**src/rtl/out_port_ctrl.sv**
```systemverilog
// Output-port controller: holds the arbiter's grant for a whole packet and forwards
// flits from the granted input to the output link under credit-based flow control.
module out_port_ctrl #(
    parameter int NPORT   = 5,
    parameter int FLIT_W  = 64,
    parameter int CREDITS = 4
) (
    input  logic                          clk,
    input  logic                          rst,
    input  logic [NPORT-1:0]              grt,
    input  logic [NPORT-1:0]              in_valid,
    input  logic [NPORT-1:0]              in_tail,
    input  logic [NPORT*FLIT_W-1:0]       in_flit,
    input  logic                          credit_in,
    output logic [NPORT-1:0]              in_pop,
    output logic                          out_valid,
    output logic [FLIT_W-1:0]             out_flit,
    output logic                          busy,
    output logic [NPORT-1:0]              sel,
    output logic [$clog2(CREDITS+1)-1:0]  credit_cnt,
    output logic                          err
);
    localparam int CW = $clog2(CREDITS + 1);
    localparam logic [CW-1:0] CREDIT_MAX = CW'(CREDITS);

    typedef enum logic {
        IDLE,
        ACTIVE
    } state_t;

    state_t            r_state;
    state_t            w_nextState;
    logic [NPORT-1:0]  r_sel;
    logic [NPORT-1:0]  w_nextSel;
    logic              r_outValid;
    logic [FLIT_W-1:0] r_outFlit;
    logic [CW-1:0]     r_creditCnt;
    logic              r_err;

    logic              w_selValid;
    logic              w_selTail;
    logic [FLIT_W-1:0] w_selFlit;
    logic              w_xfer;
    logic              w_grtMulti;
    logic              w_grtOneHot;
    logic              w_creditOverflow;

    // r_sel is one-hot or zero, so OR-ing the masked inputs acts as the crossbar mux
    always_comb begin
        w_selFlit = '0;
        for (int i = 0; i < NPORT; i++) begin
            if (r_sel[i]) begin
                w_selFlit = w_selFlit | in_flit[i*FLIT_W +: FLIT_W];
            end
        end
    end

    assign w_selValid       = |(in_valid & r_sel);
    assign w_selTail        = |(in_tail & r_sel);
    assign w_xfer           = !rst && (r_state == ACTIVE) && w_selValid && (r_creditCnt != '0);
    assign w_grtMulti       = (grt & (grt - NPORT'(1))) != '0;
    assign w_grtOneHot      = (grt != '0) && !w_grtMulti;
    assign w_creditOverflow = credit_in && !w_xfer && (r_creditCnt == CREDIT_MAX);

    always_comb begin
        w_nextState = r_state;
        w_nextSel   = r_sel;
        case (r_state)
            IDLE: begin
                if (w_grtOneHot) begin
                    w_nextState = ACTIVE;
                    w_nextSel   = grt;
                end
            end
            ACTIVE: begin
                if (w_xfer && w_selTail) begin
                    w_nextState = IDLE;
                    w_nextSel   = '0;
                end
            end
            default: begin
                w_nextState = IDLE;
                w_nextSel   = '0;
            end
        endcase
    end

    always_ff @(posedge clk) begin
        if (rst) begin
            r_state <= IDLE;
            r_sel   <= '0;
        end else begin
            r_state <= w_nextState;
            r_sel   <= w_nextSel;
        end
    end

    // A simultaneous transfer and credit return cancel out; a return at full count is an error
    always_ff @(posedge clk) begin
        if (rst) begin
            r_outValid  <= 1'b0;
            r_outFlit   <= '0;
            r_creditCnt <= CREDIT_MAX;
            r_err       <= 1'b0;
        end else begin
            r_outValid <= w_xfer;
            if (w_xfer) begin
                r_outFlit <= w_selFlit;
            end
            if (w_xfer && !credit_in) begin
                r_creditCnt <= r_creditCnt - CW'(1);
            end else if (credit_in && !w_xfer && (r_creditCnt != CREDIT_MAX)) begin
                r_creditCnt <= r_creditCnt + CW'(1);
            end
            r_err <= w_creditOverflow || ((r_state == IDLE) && w_grtMulti);
        end
    end

    assign in_pop     = {NPORT{w_xfer}} & r_sel;
    assign out_valid  = r_outValid;
    assign out_flit   = r_outFlit;
    assign busy       = (r_state == ACTIVE);
    assign sel        = r_sel;
    assign credit_cnt = r_creditCnt;
    assign err        = r_err;

endmodule

```
**config.mk**
```make
export PLATFORM = sky130hd
export DESIGN_NAME = out_port_ctrl
export DESIGN_NICKNAME = d
export VERILOG_FILES = /design/src/rtl/out_port_ctrl.sv
export SDC_FILE = /design/constraint.sdc
export NUM_CORES = 1
export LEC_CHECK = 0
export ABC_AREA = 1
export CORE_AREA = 5 5 160 162
export DETAILED_ROUTE_END_ITERATION = 10
export DIE_AREA = 0 0 165 167
export GPL_ROUTABILITY_DRIVEN = 1
export PLACE_DENSITY = 0.54
export SYNTH_ARGS = -nofsm -noshare
export SYNTH_HDL_FRONTEND = slang
export SYNTH_SLANG_ARGS = --single-unit
export TNS_END_PERCENT = 5
```
**constraint.sdc**
```tcl
create_clock -name clk -period 2.15 [get_ports clk]
set_input_delay 0.3225 -clock clk [delete_from_list [all_inputs] [get_ports clk]]
set_output_delay 0.3225 -clock clk [all_outputs]
set_load 0.01 [all_outputs]
```
# After elaboration in Yosys (flattened, before gate mapping)
# Cells that the tools add are included.
# op_classes
add_sub_neg,3
n_eq_ne,4
n_mux,13
bitwise,9
reduce_logical,22
# ops
operator,count
2-to-1 mux 64 bit,5
OR 64 bit,4
AND 5 bit,4
logical AND 1 bit,10
2-to-1 mux 5 bit,2
case mux 5 bit (2 select lines),1
nonzero test 5 bit,2
OR reduction 5 bit,2
2-to-1 mux 3 bit,2
subtractor 5 x 1 -> 5 bit (second input constant),1
logical NOT 1 bit,4
adder 3 x 1 -> 3 bit (second input constant),1
== test 3 bit (second input constant),1
inequality test 3 bit (second input constant),1
nonzero test 3 bit,1
subtractor 3 x 1 -> 3 bit (second input constant),1
2-to-1 mux 1 bit,2
inequality test 2 x 1 -> 1 bit (second input constant),1
inequality test 2 bit (second input constant),1
case mux 1 bit (2 select lines),1
AND reduction 2 bit,1
nonzero test 2 bit,1
logical OR 1 bit,1
NOT 1 bit,1
# word_totals
reg_bits,75
inputBits,338
out_inout_bits,80
word_cells,57

# Logic depth before layout (Yosys ltp)
# Gate-level depths: netlist of run 1.
# logic_depth
ltp_word,9
ltp_mapped,11

# Worst setup path before layout of run 1
# No wires, ideal clock.
# synth_path
kind,reg-to-reg
start,"register r_state, in the netlist busy"
end,"register r_creditCnt[2], in the netlist credit_cnt[2]"
setup_time_ps,122
arrival_time_ps,1638
required_ps,2028
path_slack_ps,390
stages_incl_launch_ff,10
n_path_buf,1
synth_period_minus_slack_ps,1760
path_cell_list,dfxtp_1 -> buf_4 -> nand2_2 -> a21oi_4 -> nand3_1 -> fa_1 -> inv_1 -> nand4_1 -> nand3_1 -> nand3_1
# synth_between
elab_chain_len,7
word_cells_on_any_way,9
classes_between,1 x mux; 8 x reduce/logical
# synth_lines
item,line_no,text
start: declaration,31,state_t r_state;
start signal: assignment,93,r_state <= w_nextState;
logical AND 1 bit (*) (3 in series),60,assign w_xfer = !rst && (r_state == ACTIVE) && w_selValid && (r_creditCnt != '0);
logical NOT 1 bit,112,end else if (credit_in && !w_xfer && (r_creditCnt != CREDIT_MAX)) begin
logical AND 1 bit (2 in series),112,
nonzero test 2 bit (no line),n/a,
end signal: assignment,111,r_creditCnt <= r_creditCnt - CW'(1);
end signal: assignment,113,r_creditCnt <= r_creditCnt + CW'(1);
end: declaration,37,logic [CW-1:0] r_creditCnt;
# Mark *: on every way between the ends. The rest lies on a longest branch, timed or not.
# A chain may end at the register's enable or synchronous reset.

# Final worst setup path of run 1
# layout_path
start,"register r_sel[2], in the netlist sel[2]"
end,output port sel[2]
# layout_lines
item,line_no,text
start: declaration,33,logic [NPORT-1:0] r_sel;
start signal: assignment,94,r_sel <= w_nextSel;
end: declaration,19,"output logic [NPORT-1:0] sel,"
# No word-level cell between the ends.

==> run_results.csv, run 1 <==
group,metric,value,unit
run_status,outcome,"complete, no violations",
sta,fmax,492,MHz
global_route,gr-total-overflow,0,
clock_tree,cts-root-buf,"clkbuf_16",
job,maxCapViolations,0,
sta,setup_tns,0,ns
sta,slew_headroom,49.5,%
clock_tree,holdBufCountCts,0,
sta,rsz0062_at_grt,"false",
clock_tree,clock_latency,0.33,ns
power,leakage,3.62,nW
synthesis,ys_seq_area_share,33.1,%
sta,skew,0.00502,ns
power,power,4.42,mW
critical_path,setup.worst_path.class,"flop to output port",
sta,worst_pin_slew,0.757,ns
synthesis,synth-seq-cells,75,
clock_tree,clk_path_buf_depth,2,
floorplanning,die-width,165,um
clock_tree,htreeDepth,3,
synthesis,ys_warn_count,0,
clock_tree,numCtsBuffers,9,
synthesis,synth.distinct_cells,25,
synthesis,syn_area_per_cell,6.60,um2
synthesis,syn-num-nets,1026,
placement,gp_congestion,0.834,
cells_and_area,final_nets,1412,
synthesis,async_flop_share,0,%
synthesis,syn_area,4540,um2
critical_path,crit_path_end_kind,"output port",
cells_and_area,fin_area,9290,um2
drt,wl,25000,um
global_route,grt_first_pass_wirelength,36200,um
placement,placed_area,9010,um2
floorplanning,initial_utilization,18.9,%
global_route,grt_util_all_layers,16.9,%
power,power.density,476,nW/um2
power,max-vdd-ir-drop,0.000292,V
clock_tree,cts.sinks,75,
cells_and_area,antenna_cells,0,
critical_path,critPathLaunchType,"flop",
cells_and_area,area_growth,105,%
floorplanning,dieArea,27600,um2
cells_and_area,drive_gt1_share,3.99,%
drt,drt_iter0_drc,311,
placement,port_buffers,417,
critical_path,cp_data_required_time,1.83,ns
synthesis,synthCells,687,
critical_path,worstPathArrival,1.71,ns
clock_tree,clk_pin_slew,0.06,ns
drt,avgViaCountPerCell,4.54,
sta,fin_crit,2.03,ns
synthesis,synth_edf_count,0,
clock_tree,cts_setup_buffers,0,
floorplanning,rows,57,
critical_path,crit_fanout,32,
hold_path,hold_class,"flop to flop",
floorplanning,core_area,24000,um2
global_route,grt_pass1_vias,6231,
clock_tree,cts_tree,"built",
sta,drv_slew,0,
drt,route.vias.total,6362,
global_route,grt_max_degree,74,
drt,drt-pass1-iter-count,4,
floorplanning,die-height,167,um
sta,period_share,94.6,%
sta,finalHoldViolCount,0,
drt,avgRoutedWirePerCell,17.9,um
placement,hpwl,19700,um
synthesis,synth-main-ff-cell,"dfxtp_1",
global_route,antenna_found_initial,0,
floorplanning,ios,418,
critical_path,r2r_slack,0.41,ns
drt,post-route-drc-count,0,
drt,ant_nets,0,
sta,setup_viol,0,
cells_and_area,fin_util,38.8,%
cell type report:
| class | instances | area [um2] |
|---|---|---|
| clock inverters | 3 | 15.0 |
| fillers | 2542 | 14700 |
| well taps | 324 | 405 |
| clock buffers | 12 | 246 |
| repair buffers | 435 | 4380 |
| flip-flops and latches | 75 | 1510 |
| inverters | 20 | 77.6 |
| multi-input cells | 532 | 2650 |
stage by stage:
stage | hold slack, ns | cells | worst slack [ns]
global route | 0.543 | 1401 | 0.0344
finish | 0.520 | 1401 | 0.117
global placement | 0.504 | 1386 | 0.0469
floorplan | 0.392 | 687 | 0.390
CTS | 0.525 | 1401 | 0.0109
detailed placement | 0.510 | 1386 | 0.00889
sequential cells by signal (all words and copies together) (netlist names):
name,cells
out_flit,64
sel,5
credit_cnt,3
busy,1
err,1
out_valid,1
synth_stat cells (2+ instances only):
cell	n	area [um2]
dfxtp_1	75	1500
nand2_1	220	826
nor2_1	21	78.8
buf_2	15	75.1
inv_1	19	71.3
clkbuf_1	27	101
buf_1	11	41.3
o21ai_1	35	175
o21ai_0	31	155
a21oi_1	71	355
buf_8	5	75.1
a221oi_1	64	561
nand4_1	3	18.8
a21oi_2	2	17.5
nand3_1	78	390
critical path, stage by stage, from the launching register on:
cell             delay (ns)
dfxtp_2                0.39
buf_4                  0.36
clkdlybuf4s50_1        0.62
metal layers:
metal / up-vias / routed length [um] / track usage, %
met3: 30 / 2430 / 5.34
met1: 2854 / 9440 / 18.7
met4: 0 / 581 / 5.06
met5: - / 0 / 0
li1: 3186 / - / -
met2: 292 / 12600 / 30.5
path summary, 6_finish.rpt:
check	start	end	depth (start not counted)
setup reg to reg	credit_cnt[2]	credit_cnt[2]	8
hold / removal	out_flit[45]	out_flit[45]	2
hold reg to reg	out_flit[45]	out_flit[45]	2
setup / recovery	sel[2]	sel[2]	2
timing repair:
action	in CTS	in global routing
endpoints found under the setup margin	0	5
resized for setup	0	5
endpoints found under the hold margin	0	0
logic make-up after synthesis:
kind of cell               after synthesis  share of synthesized area (%)
AOI/OAI and AO/OA                      206                           28.6
adders and majority gates                1                          0.441
buffers and inverters                   80                           8.44
DFF                                     75                           33.1
and+or+nand+nor                        325                           29.5
power breakdown:
part	internal (mW)	total [mW]	switching [mW]	leakage, nW
registers	1.45	1.48	0.0385	0.609
clock network	0.801	1.36	0.564	0.132
logic	0.903	1.57	0.665	2.88
total	3.15	4.42	1.27	3.62
cells in the final DEF, fill, tap and decap left out, types with 9 or more instances in the layout:
| cell | instances |
|---|---|
| clkbuf_16 | 9 |
| nand2_1 | 220 |
| o21ai_0 | 31 |
| a21oi_1 | 71 |
| buf_4 | 13 |
| nand3_1 | 78 |
| a221oi_1 | 64 |
| clkdlybuf4s50_1 | 412 |
| dfxtp_1 | 70 |
| inv_1 | 18 |
| o21ai_1 | 35 |
| nor2_1 | 21 |
No activity file was read; power rests on OpenSTA's default activity.
==> inputs of run 2 (changes only) <==
--- a/config.mk
+++ b/config.mk
@@ -6,11 +6,13 @@
 export NUM_CORES = 1
 export LEC_CHECK = 0
 export ABC_AREA = 1
-export CORE_AREA = 5 5 160 162
+export CORE_AREA = 5 5 157 159
+export CTS_BUF_LIST = sky130_fd_sc_hd__clkbuf_2
 export DETAILED_ROUTE_END_ITERATION = 10
-export DIE_AREA = 0 0 165 167
+export DIE_AREA = 0 0 162 164
 export GPL_ROUTABILITY_DRIVEN = 1
-export PLACE_DENSITY = 0.54
+export PLACE_DENSITY = 0.56
+export SLEW_MARGIN = 20
 export SYNTH_ARGS = -nofsm -noshare
 export SYNTH_HDL_FRONTEND = slang
 export SYNTH_SLANG_ARGS = --single-unit
==> run 2 against run 1 <==
  * Non-clock buffer count grew 12
  * Critical path type unchanged
  * Clock-buffer cell count fell by 1
  * First-iteration DRC count shrank 14%
  * Via count increased by 0.47%
  * Total power decreased by 16%
  * Register-to-register slack hardly changed
  * Critical path depth grew 5
  * Sequential power barely moved
  * Worst setup slack improved by 0.040 ns
  * Utilization up 0.78 points
==> run_results.csv, run 2 (synthesized netlist as in run 1, its figures left out) <==
group,metric,value,unit
placement,gp_congestion,0.827,
floorplanning,dieArea,26600,um2
clock_tree,clk_path_buf_depth,2,
floorplanning,core_area,23100,um2
power,combPwrFrac,42.7,%
global_route,antenna_found_initial,1,
global_route,grt_util_all_layers,17.6,%
job,maxCapViolations,0,
global_route,grt_max_degree,74,
hold_path,hold_class,"primary input to flop",
critical_path,reg2reg_depth,10,
drt,avgViaCountPerCell,4.63,
cells_and_area,fin_util,39.5,%
critical_path,critPathLaunchType,"flop",
power,clkPwrFrac,17.3,%
floorplanning,initial_utilization,19.6,%
placement,placed_cells,1356,
clock_tree,cts-root-buf,"clkbuf_2",
clock_tree,clk_pin_slew,0.22,ns
cells_and_area,layout_common_cells,"409 x clkdlybuf4s50_1, 219 x nand2_1, 78 x nand3_1",
critical_path,setup.worst_path.class,"flop to output port",
critical_path,reg2reg_to,"sel[3]",
drt,route.vias.total,6392,
drt,drt-pass1-iter-count,4,
sta,drv_slew,0,
power,power.density,405,nW/um2
cells_and_area,fin_cells,1380,
sta,setup_tns,0,ns
critical_path,crit_fanout,7,
critical_path,startpoint,"sel[2]",
sta,holdWs,0.357,ns
clock_tree,clock_latency,0.52,ns
power,power.switching,1.19,mW
drt,avgRoutedWirePerCell,17.9,um
placement,port_buffers,417,
critical_path,crit-reg2reg-launch,"credit_cnt[0]",
sta,skew,0.0288,ns
cells_and_area,drive_gt1_share,5.60,%
clock_tree,cts.sinks,75,
sta,worst_pin_slew,0.736,ns
cells_and_area,final_nets,1424,
sta,finalHoldViolCount,0,
drt,drt_iter0_drc,266,
global_route,grt_first_pass_wirelength,36700,um
power,p_sw_share,32.2,%
cells_and_area,final_common_cell,"clkdlybuf4s50_1",
global_route,gr-total-overflow,0,
power,max-vdd-ir-drop,0.000138,V
sta,slew_headroom,51.0,%
global_route,grt_pass1_vias,6483,
sta,setup_viol,0,
cells_and_area,area_growth,102,%
drt,post-route-drc-count,0,
power,leakage,3.53,nW
power,internal-power,2.51,mW
run_status,outcome,"complete, no violations",
critical_path,worstPathArrival,1.67,ns
power,p_seq_share,40.0,%
drt,ant_nets,0,
critical_path,crit_path_end_kind,"output port",
floorplanning,die-width,162,um
clock_tree,numCtsBuffers,9,
drt,wl,24700,um
cells_and_area,largest_reg_flops,64,
placement,hpwl,19600,um
critical_path,cp_data_required_time,1.83,ns
floorplanning,die-height,164,um
critical_path,r2r_slack,0.41,ns
critical_path,crit_end,"in_pop[1]",
floorplanning,ios,418,
clock_tree,htreeDepth,3,
sta,period_share,92.7,%
floorplanning,rows,56,
sta,fin_crit,1.99,ns
clock_tree,cts_tree,"built",
clock_tree,holdBufCountCts,0,
sta,fmax,502,MHz
==> run 2: cell count changes in the layout (fill, tap and decap cells not counted), moves of 5 or more <==
cell            delta
buf_4             +12
clkbuf_16          -9
clkbuf_2          +11
dlymetal6s2s_1     -5
==> run 2: worst min path at each step <==
| stage | cells after the start | start | slack (ns) | to |
|---|---|---|---|---|
| floorplan | 1 | rst | 0.39 | busy |
| global placement | 2 | out_flit[54] | 0.50 | out_flit[54] |
| detailed placement | 2 | out_flit[49] | 0.51 | out_flit[49] |
| CTS | 2 | rst | 0.25 | busy |
| global route | 2 | rst | 0.29 | busy |
| finish | 2 | rst | 0.36 | busy |
==> run 2: metal layers <==
metal | global-route usage [%] | share of wire [%] | up-vias
li1 | - | - | 3215
met1 | 19.7 | 38 | 2858
met2 | 31.7 | 50 | 286
met3 | 5.35 | 9.3 | 33
met4 | 6.46 | 2.6 | 0
met5 | 0 | 0 | -
==> run 2: critical path: stages (launching register included) <==
cell	delay [ns]
dfxtp_4	0.41
nand2_1	0.06
nand2_1	0.05
nor2_1	0.11
nand2_2	0.09
nand2_4	0.12
nor2_1	0.05
dlygate4sd2_1	0.28
==> run 2: cell type report <==
cell class	count	area, um2
Antenna cell	1	2.50
Clock buffer	11	55.1
Clock inverter	4	18.8
Fill cell	2439	14000
Inverter	20	77.6
Multi-Input combinational cell	532	2660
Sequential cell	75	1520
Tap cell	290	363
Timing Repair Buffer	447	4450
==> run 2: power by group through the flow <==
stage | Clock [mW] | Sequential (mW) | Combinational, mW
2_1_floorplan | 0 | 1.53 | 0.587
3_3_place_gp | 0 | 1.51 | 1.56
3_5_place_dp | 0 | 1.51 | 1.57
4_1_cts | 0.722 | 1.48 | 1.59
5_1_grt | 0.765 | 1.49 | 1.72
6_report | 0.641 | 1.48 | 1.58
==> run 2: per-stage QoR <==
stage	instance area [um2]	power (mW)	setup WS [ns]
finish	9140	3.71	0.157
floorplan	4540	2.11	0.390
global placement	8960	3.07	0.0409
global route	9140	3.98	-0.00269
CTS	9100	3.80	0.0198
detailed placement	8960	3.08	0.00710
==> run 2: repair_timing <==
| item | in CTS | in global routing |
|---|---|---|
| buffers inserted | 4 | 4 |
| setup endpoints to repair | 8 | 5 |
| resized for setup | 23 | 5 |
| pin swaps | 0 | 2 |
==> inputs of run 3 (changes only) <==
--- a/config.mk
+++ b/config.mk
@@ -11,6 +11,7 @@
 export DETAILED_ROUTE_END_ITERATION = 10
 export DIE_AREA = 0 0 162 164
 export GPL_ROUTABILITY_DRIVEN = 1
+export HOLD_SLACK_MARGIN = 0.08
 export PLACE_DENSITY = 0.56
 export SLEW_MARGIN = 20
 export SYNTH_ARGS = -nofsm -noshare
==> constraint.sdc (replaced) <==
create_clock -name clk -period 2.4 [get_ports clk]
set_input_delay 0.36 -clock clk [delete_from_list [all_inputs] [get_ports clk]]
set_output_delay 0.36 -clock clk [all_outputs]
set_load 0.01 [all_outputs]
==> run 3 against run 2 <==
  * Die area stayed put
  * Total power grew 0.54%
  * Critical path depth fell by 5
  * Sequential share of layout area hardly changed
  * Final area fell by 0.26%
  * Flip-flop and latch count did not move
  * Utilization down 0.10 points
  * Highest routed layer unchanged
  * Clock skew is 0.00079 ns higher
  * Worst hold slack better by 0.036 ns
  * Register-to-register slack better by 0.27 ns
  * Via count about the same
==> run_results.csv, run 3 (synthesized netlist as in run 1, its figures left out) <==
group,metric,value,unit
sta,skew,0.0296,ns
critical_path,cp_data_required_time,2.04,ns
hold_path,hp-start,"rst",
sta,worst_pin_slew,0.735,ns
sta,fmax,447,MHz
critical_path,worstPathArrival,1.88,ns
floorplanning,dieArea,26600,um2
sta,holdWs,0.393,ns
sta,setup_viol,0,
cells_and_area,fin_util,39.4,%
job,maxCapViolations,0,
clock_tree,clk_pin_slew,0.22,ns
sta,fin_crit,2.24,ns
run_status,outcome,"complete, no violations",
placement,placed_cells,1350,
placement,pre_cts_slack,0.149,ns
drt,drt_iter0_drc,309,
global_route,grt_pass1_vias,6364,
clock_tree,htreeDepth,3,
drt,ant_nets,0,
clock_tree,cts-root-buf,"clkbuf_2",
sta,layout_setup_ws,0.164,ns
cells_and_area,fin_cells,1368,
placement,gp_congestion,0.847,
drt,route.vias.total,6388,
global_route,grt_max_degree,74,
cells_and_area,largest_reg_flops,64,
critical_path,setup.worst_path.class,"flop to output port",
drt,wl,24200,um
sta,finalHoldViolCount,0,
cells_and_area,layout_common_cells,"412 x clkdlybuf4s50_1, 220 x nand2_1, 78 x nand3_1",
floorplanning,rows,56,
drt,route.met2.wl,12400,um
critical_path,startpoint,"sel[4]",
sta,slew_headroom,51.0,%
clock_tree,numCtsBuffers,9,
drt,avgViaCountPerCell,4.67,
drt,drt-pass1-iter-count,5,
cells_and_area,drive_gt1_share,4.18,%
power,max-vdd-ir-drop,0.000221,V
cells_and_area,area_growth,101,%
cells_and_area,final_common_cell,"clkdlybuf4s50_1",
power,power.density,409,nW/um2
drt,avgRoutedWirePerCell,17.7,um
sta,rsz0062_at_grt,"false",
global_route,grt_util_all_layers,17.0,%
clock_tree,cts_tree,"built",
critical_path,crit_path_end_kind,"output port",
sta,drv_slew,0,
cells_and_area,final_nets,1411,
drt,dr_wl_met3,2290,um
clock_tree,holdBufCountCts,0,
critical_path,crit-reg2reg-launch,"sel[2]",
placement,hpwl,19400,um
power,leakage,3.51,nW
sta,period_share,93.2,%
clock_tree,cts.sinks,75,
clock_tree,clk_path_buf_depth,2,
floorplanning,ios,418,
global_route,gr-total-overflow,0,
floorplanning,initial_utilization,19.6,%
sta,setup_tns,0,ns
critical_path,crit_fanout,29,
critical_path,critPathLaunchType,"flop",
clock_tree,clock_latency,0.52,ns
hold_path,hold_class,"primary input to flop",
global_route,grt_first_pass_wirelength,35600,um
drt,highest_layer,"met4",
drt,post-route-drc-count,0,
placement,port_buffers,417,
global_route,antenna_found_initial,1,
drt,wl_met1,9040,um
floorplanning,die-width,162,um
floorplanning,core_area,23100,um2
floorplanning,die-height,164,um
[run 3: timing repair]
| item | 4_1_cts | 5_1_grt |
|---|---|---|
| setup buffers | 1 | 0 |
| endpoints found under the setup margin | 7 | 0 |
| gates resized for setup | 12 | 0 |
[run 3: critical path, stage by stage, from the launching register on]
cell and delay, ns:
dfxtp_2 0.42, buf_4 0.32, clkdlybuf4s50_1 0.61
[run 3: final cells by class]
cell class	count	area (um2)
Multi-Input combinational cell	532	2650
Fill cell	2442	14000
Sequential cell	75	1520
Inverter	20	77.6
Clock buffer	10	50.0
Clock inverter	6	128
Timing Repair Buffer	434	4330
Tap cell	290	363
Antenna cell	1	2.50
[run 3: per-stage QoR]
stage	cell area (um2)	power [mW]
finish	9120	3.73
global route	9120	3.96
CTS	9110	3.80
detailed placement	8920	2.74
global placement	8920	2.74
floorplan	4540	1.89
[run 3: routing by layer]
layer | global-route usage (%) | up-vias
met4 | 5.46 | 0
met5 | 0 | -
li1 | - | 3194
met1 | 18.7 | 2872
met2 | 31.1 | 294
met3 | 5.47 | 28
[run 3: worst paths after layout]
check                                endpoint  slack (ns)  depth (start not counted)
worst max register to register  credit_cnt[2]        0.68                         10
worst min register to register   out_flit[38]        0.54                          2
worst min-delay path                     busy        0.39                          2
worst max-delay path                   sel[4]        0.16                          2
[run 3: power by group]
part | switching [mW] | internal, mW | total, mW
Clock | 0.462 | 0.551 | 1.01
Sequential | 0.0359 | 1.30 | 1.33
Combinational | 0.580 | 0.801 | 1.38
Total | 1.08 | 2.65 | 3.73
